==> src/rtl/bus_arbiter.sv <==
// Two-master (m0 = CPU, m1 = DMA) arbiter onto one shared memory bus, one pending slot per master.
// Optional macro ARB_FIXED_PRIO_EN: m0 always wins ties; default build is round-robin.
module bus_arbiter #(
  parameter int RD_LATENCY = 1
) (
  input  logic        clk,
  input  logic        reset_n,
  input  logic [31:0] m0_addr,
  input  logic [31:0] m0_wdata,
  input  logic [3:0]  m0_wmask,
  input  logic        m0_rstrb,
  output logic [31:0] m0_rdata,
  output logic        m0_rbusy,
  output logic        m0_wbusy,
  input  logic [31:0] m1_addr,
  input  logic [31:0] m1_wdata,
  input  logic [3:0]  m1_wmask,
  input  logic        m1_rstrb,
  output logic [31:0] m1_rdata,
  output logic        m1_rbusy,
  output logic        m1_wbusy,
  output logic [31:0] s_addr,
  output logic [31:0] s_wdata,
  output logic [3:0]  s_wmask,
  output logic        s_rstrb,
  input  logic [31:0] s_rdata,
  input  logic        s_rbusy,
  input  logic        s_wbusy
);

  typedef enum logic [1:0] {ST_IDLE, ST_ISSUE, ST_WAIT} state_t;

  typedef struct packed {
    logic        valid;
    logic        is_write;
    logic [31:0] addr;
    logic [31:0] wdata;
    logic [3:0]  wmask;
  } slot_t;

  localparam logic [1:0] LAT_LOAD = 2'(RD_LATENCY - 1);

  logic [31:0] req_addr  [2];
  logic [31:0] req_wdata [2];
  logic [3:0]  req_wmask [2];
  logic        req_rstrb [2];

  state_t      state_q, state_d;
  slot_t       slot_q [2];
  slot_t       slot_d [2];
  logic        grant_q, grant_d;
  logic        cur_write_q, cur_write_d;
  logic [1:0]  cnt_q, cnt_d;
  logic [31:0] rdata_q [2];
  logic [31:0] rdata_d [2];
  logic [31:0] s_addr_q, s_addr_d;
  logic [31:0] s_wdata_q, s_wdata_d;
  logic [3:0]  s_wmask_q, s_wmask_d;
  logic        s_rstrb_q, s_rstrb_d;
  logic        pick;
  logic        done;
  logic        rbusy [2];
  logic        wbusy [2];
`ifndef ARB_FIXED_PRIO_EN
  logic        last_q, last_d;
`endif

  assign req_addr[0]  = m0_addr;
  assign req_addr[1]  = m1_addr;
  assign req_wdata[0] = m0_wdata;
  assign req_wdata[1] = m1_wdata;
  assign req_wmask[0] = m0_wmask;
  assign req_wmask[1] = m1_wmask;
  assign req_rstrb[0] = m0_rstrb;
  assign req_rstrb[1] = m1_rstrb;

  always_comb begin
`ifdef ARB_FIXED_PRIO_EN
    pick = ~slot_q[0].valid;
`else
    // On a tie the master that did not win last time goes next.
    if (slot_q[0].valid && slot_q[1].valid) pick = ~last_q;
    else                                    pick = ~slot_q[0].valid;
`endif
  end

  always_comb begin
    // NOTE: every signal driven here gets a default first, so no path can infer a latch.
    state_d     = state_q;
    slot_d      = slot_q;
    grant_d     = grant_q;
    cur_write_d = cur_write_q;
    cnt_d       = cnt_q;
    rdata_d     = rdata_q;
    s_addr_d    = s_addr_q;
    s_wdata_d   = s_wdata_q;
    s_wmask_d   = 4'h0;
    s_rstrb_d   = 1'b0;
    done        = 1'b0;
`ifndef ARB_FIXED_PRIO_EN
    last_d      = last_q;
`endif

    unique case (state_q)
      ST_IDLE: begin
        if (slot_q[0].valid || slot_q[1].valid) begin
          grant_d     = pick;
          cur_write_d = slot_q[pick].is_write;
          s_addr_d    = slot_q[pick].addr;
          s_wdata_d   = slot_q[pick].wdata;
          s_wmask_d   = slot_q[pick].is_write ? slot_q[pick].wmask : 4'h0;
          s_rstrb_d   = ~slot_q[pick].is_write;
          state_d     = ST_ISSUE;
`ifndef ARB_FIXED_PRIO_EN
          last_d      = pick;
`endif
        end
      end
      ST_ISSUE: begin
        slot_d[grant_q].valid = 1'b0;
        cnt_d                 = LAT_LOAD;
        state_d               = ST_WAIT;
      end
      ST_WAIT: begin
        if (cur_write_q) begin
          done = ~s_wbusy;
        end else if (cnt_q != 2'd0) begin
          cnt_d = cnt_q - 2'd1;
        end else if (!s_rbusy) begin
          done             = 1'b1;
          rdata_d[grant_q] = s_rdata;
        end
        if (done) state_d = ST_IDLE;
      end
      default: state_d = ST_IDLE;
    endcase

    // A master's slot frees on the completion edge, so a request on that edge is kept.
    for (int i = 0; i < 2; i++) begin
      if (!(slot_q[i].valid ||
            ((state_q != ST_IDLE) && (grant_q == 1'(i)) && !done)) &&
          (req_rstrb[i] || (req_wmask[i] != 4'h0))) begin
        slot_d[i].valid    = 1'b1;
        slot_d[i].is_write = (req_wmask[i] != 4'h0);
        slot_d[i].addr     = req_addr[i];
        slot_d[i].wdata    = req_wdata[i];
        slot_d[i].wmask    = req_wmask[i];
      end
    end
  end

  always_comb begin
    for (int i = 0; i < 2; i++) begin
      rbusy[i] = (slot_q[i].valid && !slot_q[i].is_write) ||
                 ((state_q != ST_IDLE) && (grant_q == 1'(i)) && !cur_write_q);
      wbusy[i] = (slot_q[i].valid && slot_q[i].is_write) ||
                 ((state_q != ST_IDLE) && (grant_q == 1'(i)) && cur_write_q);
    end
  end

  // NOTE: state registers use non-blocking assignments so every flop samples pre-edge values.
  always_ff @(posedge clk) begin
    if (!reset_n) begin
      state_q     <= ST_IDLE;
      grant_q     <= 1'b0;
      cur_write_q <= 1'b0;
      cnt_q       <= 2'd0;
      s_addr_q    <= 32'h0;
      s_wdata_q   <= 32'h0;
      s_wmask_q   <= 4'h0;
      s_rstrb_q   <= 1'b0;
`ifndef ARB_FIXED_PRIO_EN
      last_q      <= 1'b1;
`endif
      // NOTE: the slot and read-data arrays are plain flops, so they are reset like any register.
      for (int i = 0; i < 2; i++) begin
        slot_q[i]  <= '0;
        rdata_q[i] <= 32'h0;
      end
    end else begin
      state_q     <= state_d;
      grant_q     <= grant_d;
      cur_write_q <= cur_write_d;
      cnt_q       <= cnt_d;
      s_addr_q    <= s_addr_d;
      s_wdata_q   <= s_wdata_d;
      s_wmask_q   <= s_wmask_d;
      s_rstrb_q   <= s_rstrb_d;
`ifndef ARB_FIXED_PRIO_EN
      last_q      <= last_d;
`endif
      for (int i = 0; i < 2; i++) begin
        slot_q[i]  <= slot_d[i];
        rdata_q[i] <= rdata_d[i];
      end
    end
  end

  assign m0_rdata = rdata_q[0];
  assign m1_rdata = rdata_q[1];
  assign m0_rbusy = rbusy[0];
  assign m1_rbusy = rbusy[1];
  assign m0_wbusy = wbusy[0];
  assign m1_wbusy = wbusy[1];
  assign s_addr   = s_addr_q;
  assign s_wdata  = s_wdata_q;
  assign s_wmask  = s_wmask_q;
  assign s_rstrb  = s_rstrb_q;

endmodule

==> config.mk <==
export PLATFORM = sky130hd
export DESIGN_NAME = bus_arbiter
export DESIGN_NICKNAME = d
export VERILOG_FILES = /design/src/rtl/bus_arbiter.sv
export SDC_FILE = /design/constraint.sdc
export NUM_CORES = 1
export LEC_CHECK = 0
export BUFFER_PORTS_ARGS = -buffer_cell sky130_fd_sc_hd__buf_2
export CAP_MARGIN = 0
export CELL_PAD_IN_SITES_DETAIL_PLACEMENT = 0
export CELL_PAD_IN_SITES_GLOBAL_PLACEMENT = 1
export CORE_MARGIN = 4
export CORE_UTILIZATION = 40
export DETAILED_ROUTE_END_ITERATION = 8
export PLACE_DENSITY = 0.85
export SLEW_MARGIN = 20
export SYNTH_ARGS = -nofsm -noshare
export SYNTH_HDL_FRONTEND = slang
export SYNTH_SLANG_ARGS = --single-unit
==> constraint.sdc <==
create_clock -name clk -period 6.95 [get_ports clk]
set_clock_uncertainty 0.1 [all_clocks]
set_input_delay 0.3475 -clock clk [delete_from_list [all_inputs] [get_ports clk]]
set_output_delay 0.3475 -clock clk [all_outputs]
set_load 0.02 [all_outputs]
==> flow_metrics.py <==
metrics = {
    "floorplan": {
        "top_level_i_o_count": 311,
        "die-width_um": 174,
        "placementRows": 60,
        "initial_core_util_pct": 40.8,
        "coreArea_um2": 27100,
        "dieArea_um2": 30400,
        "chipHeight_um": 174,
    },
    "setup_path": {
        "worstSetupPathType": "reg2reg",
        "timing.critical_path.fanout_max": 41,
        "setup.worst_path.start": "cnt_q[0]$_SDFFE_PN0P_",
        "reg2reg_slack_ns": 3.66,
        "cpMaxStageDelayCell": "o21a_4",
        "crit_path_start_kind": "register",
        "critical_path.cell_chain": "inv_1 -> ha_1 -> or3b_4 -> a311oi_4 -> o21a_4 -> buf_4 -> mux2i_1",
        "crit-reg2reg-capture": "slot_q[90]$_SDFFE_PN0P_",
        "worst_setup_path_endpoint": "slot_q[90]$_SDFFE_PN0P_",
        "cp-end-kind": "register",
        "timing.critical_path.slowest_cell_delay_ns": 0.75,
        "worst_ep_required_ns": 7.32,
        "reg2reg_from": "cnt_q[0]$_SDFFE_PN0P_",
        "cp.arrival_ns": 3.65,
        "worst_r2r_path_depth": 7,
    },
    "clocking": {
        "cts-htree-levels": 1,
        "cts.sinks": 280,
        "cts_resized": 0,
        "clk-insertion-delay-late_ns": 0.54,
        "tritoncts_buffers": 30,
        "max-clock-path-buffers": 3,
        "cts.clk_slew.worst_paths_ns": 0.06,
        "clock_tree_from_tritoncts": "done",
        "cts_root_buffer": "clkbuf_16",
    },
    "place": {
        "routabilityCongestion": 0.768,
        "place_worst_setup_slack_ns": 3.62,
        "placedCellCount": 1911,
        "estimated_wirelength_of_the_detail_placed_design_mm": 20.1,
        "placement.io_buffers": 310,
    },
    "final_layout": {
        "layout.area.seq_um2": 5610,
        "syn_to_final_growth_pct": 39.8,
        "layout_common_cells": "nand2_1, buf_2, dfxtp_1",
        "final_core_utilization_pct": 57.1,
        "final_net_count": 1914,
        "layout.cells.most_common": "nand2_1",
        "multi_input_comb_area_um2": 4970,
        "num-fill-cells": 2440,
        "instances_no_fill": 2136,
        "post_route_cells_drive_above_1_share_pct": 21.9,
    },
    "run": {
        "maxCapViolations": 0,
    },
    "power_and_ir_drop": {
        "power_density_nw_per_um2": 307,
        "leakagePower_nw": 6.86,
        "maximum_vdd_ir_drop_mv": 0.160,
    },
    "timing": {
        "setup_viol": 0,
        "final.setup.tns_ns": 0,
        "max-slew-margin-rel_pct": 36.7,
        "final_max_slew_viol_count": 0,
        "layout_min_cycle_time_ns": 3.29,
        "max_slew.worst_pin.slew_ns": 0.950,
        "rsz0062_at_grt": "no",
        "period_share_pct": 47.3,
        "hold_ws_ns": 0.0602,
        "max_freq_ghz": 0.304,
        "post-route-worst-setup-slack_ns": 3.66,
        "timing_hold_violations_final": 0,
    },
    "yosys": {
        "yosys.cell_types.count": 36,
        "synthesis.nets": 1499,
        "synth_async_sr_flop_share_pct": 0,
        "synth-edff-count": 0,
        "synthesis.instances": 1324,
        "synth_seq_area_share_pct": 50.7,
        "synth_warn": 0,
        "synth.ff_latch_count": 280,
        "netlist_top_cells_area": "dfxtp_1, nand2_1, mux2i_1, a311oi_1, a21oi_1",
        "synth_area_per_cell_um2": 8.36,
        "post_synth_top_area_cell": "dfxtp_1",
        "yosysTopAreaCellShare_pct": 50.7,
        "synth.cell_area_um2": 11100,
        "synth_top_flop_cell": "dfxtp_1",
    },
    "global_routing": {
        "grt_use_met3_pct": 4.76,
        "grt_first_pass_wirelength_mm": 52.9,
        "grtUsageMet1_pct": 26.8,
        "grt_start_max_net_pins": 113,
        "globalRouteMet2Util_pct": 33.7,
        "grt_use_total_pct": 20.7,
        "globalRoute.busiestLayer": "met2",
        "grt_pass1_vias": 10363,
        "grt_overflow": 0,
        "initial_antenna_violation_count": 6,
    },
    "route": {
        "drt_pass1_iterations": 6,
        "drt-vias-per-instance": 4.92,
        "num_vias": 10509,
        "finalWirelength_mm": 32.7,
        "postRouteAntennaNets": 0,
        "drcViolationCount": 0,
        "avgRoutedWirePerCell_um": 15.3,
        "initialDrtViolationCount": 524,
    },
    "status": {
        "status": "finished, final reports clean",
    },
    "hold_path": {
        "hold_path_class": "in2reg",
    },
}
-- synth_stat cells, types with 2 or more instances --
cell and instances:
or4_1 2, a31o_2 2, a32o_1 2, buf_2 12, buf_6 2, o32ai_1 2, dfxtp_1 280, nor3_1 2
o311ai_0 2, o21a_1 5, nor2b_1 4, inv_1 8, a311oi_1 64, nor4b_1 2, nand2b_1 2, nor2_1 70
a21oi_1 75, clkbuf_1 81, nand2_1 524, buf_4 11, o21ai_0 11, nand3_1 18, mux2i_1 130
-- cell type report --
type	instances	share of cell area, %
Clock buffer	44	5.91
Tap cell	372	3.01
Inverter	9	0.235
Clock inverter	10	0.833
Timing Repair Buffer	491	21.6
Sequential cell	280	36.2
Antenna cell	3	0.0485
Multi-Input combinational cell	927	32.1
-- timing repair --
action                                 4_1_cts  5_1_grt
hold buffers                               168        0
setup endpoints to repair                    0        0
endpoints found under the hold margin      197        0
buffers inserted                             0        0
-- worst min-delay path by stage --
stage,startpoint,end,cells after the start
after floorplan,slot_q[100]$_SDFFE_PN0P_,slot_q[100]$_SDFFE_PN0P_,2
final,m1_rstrb,slot_q[68]$_SDFFE_PN0P_,3
after CTS,m1_rstrb,slot_q[68]$_SDFFE_PN0P_,3
after global placement,m0_rdata[30]$_SDFFE_PN0P_,m0_rdata[30]$_SDFFE_PN0P_,2
after detailed placement,m0_rdata[3]$_SDFFE_PN0P_,m0_rdata[3]$_SDFFE_PN0P_,2
after global routing,m1_rstrb,slot_q[68]$_SDFFE_PN0P_,3
-- cell families (layout without fill, tap and decap cells) --
kind of cell             after synthesis  after routing  synth area share (%)
buffers and inverters                117            554                  4.86
adder cells (fa/ha/maj)                1              1                 0.113
multiplexers                         130            130                  11.8
AND/OR/NAND/NOR                      626            626                  21.9
AO/OA/AOI/OAI                        170            170                  10.7
flip-flops                           280            280                  50.7
other                                  0              3                     0
-- flip-flops by register name, summed over array words and instances (netlist names) --
register / cells
s_wdata: 32
state_q: 2
cnt_q: 2
m0_rdata: 32
s_addr: 32
slot_q: 140
m1_rdata: 32
s_wmask: 4
cur_write_q: 1
grant_q: 1
last_q: 1
s_rstrb: 1
-- metal layers --
metal | wire length, um | up-vias
met1 | 14300 | 4818
li1 | - | 5237
met4 | 1300 | 6
met2 | 14600 | 362
met3 | 2470 | 86
met5 | 28 | -
-- power by group --
part	internal [W]	leakage, nW	switching, W
registers	0.00184	2.30	0.000143
logic	0.000442	4.04	0.000681
clock network	0.00102	0.521	0.000634
total	0.00329	6.86	0.00146
-- critical path: cells and delay by family, from the launching register on --
kind	cells	cell delay, ns
AO/OA/AOI/OAI	2	1.17
flip-flops	1	0.32
adder cells (fa/ha/maj)	1	0.24
multiplexers	1	0.25
AND/OR/NAND/NOR	1	0.47
buffers and inverters	2	0.64
-- through the flow --
| step | total power [W] | area, um2 |
|---|---|---|
| floorplan | 0.00275 | 11100 |
| global placement | 0.00305 | 12700 |
| detailed placement | 0.00307 | 12700 |
| CTS | 0.00480 | 15500 |
| global route | 0.00499 | 15500 |
| finish | 0.00475 | 15500 |
Power figures use the tool's default switching activity.
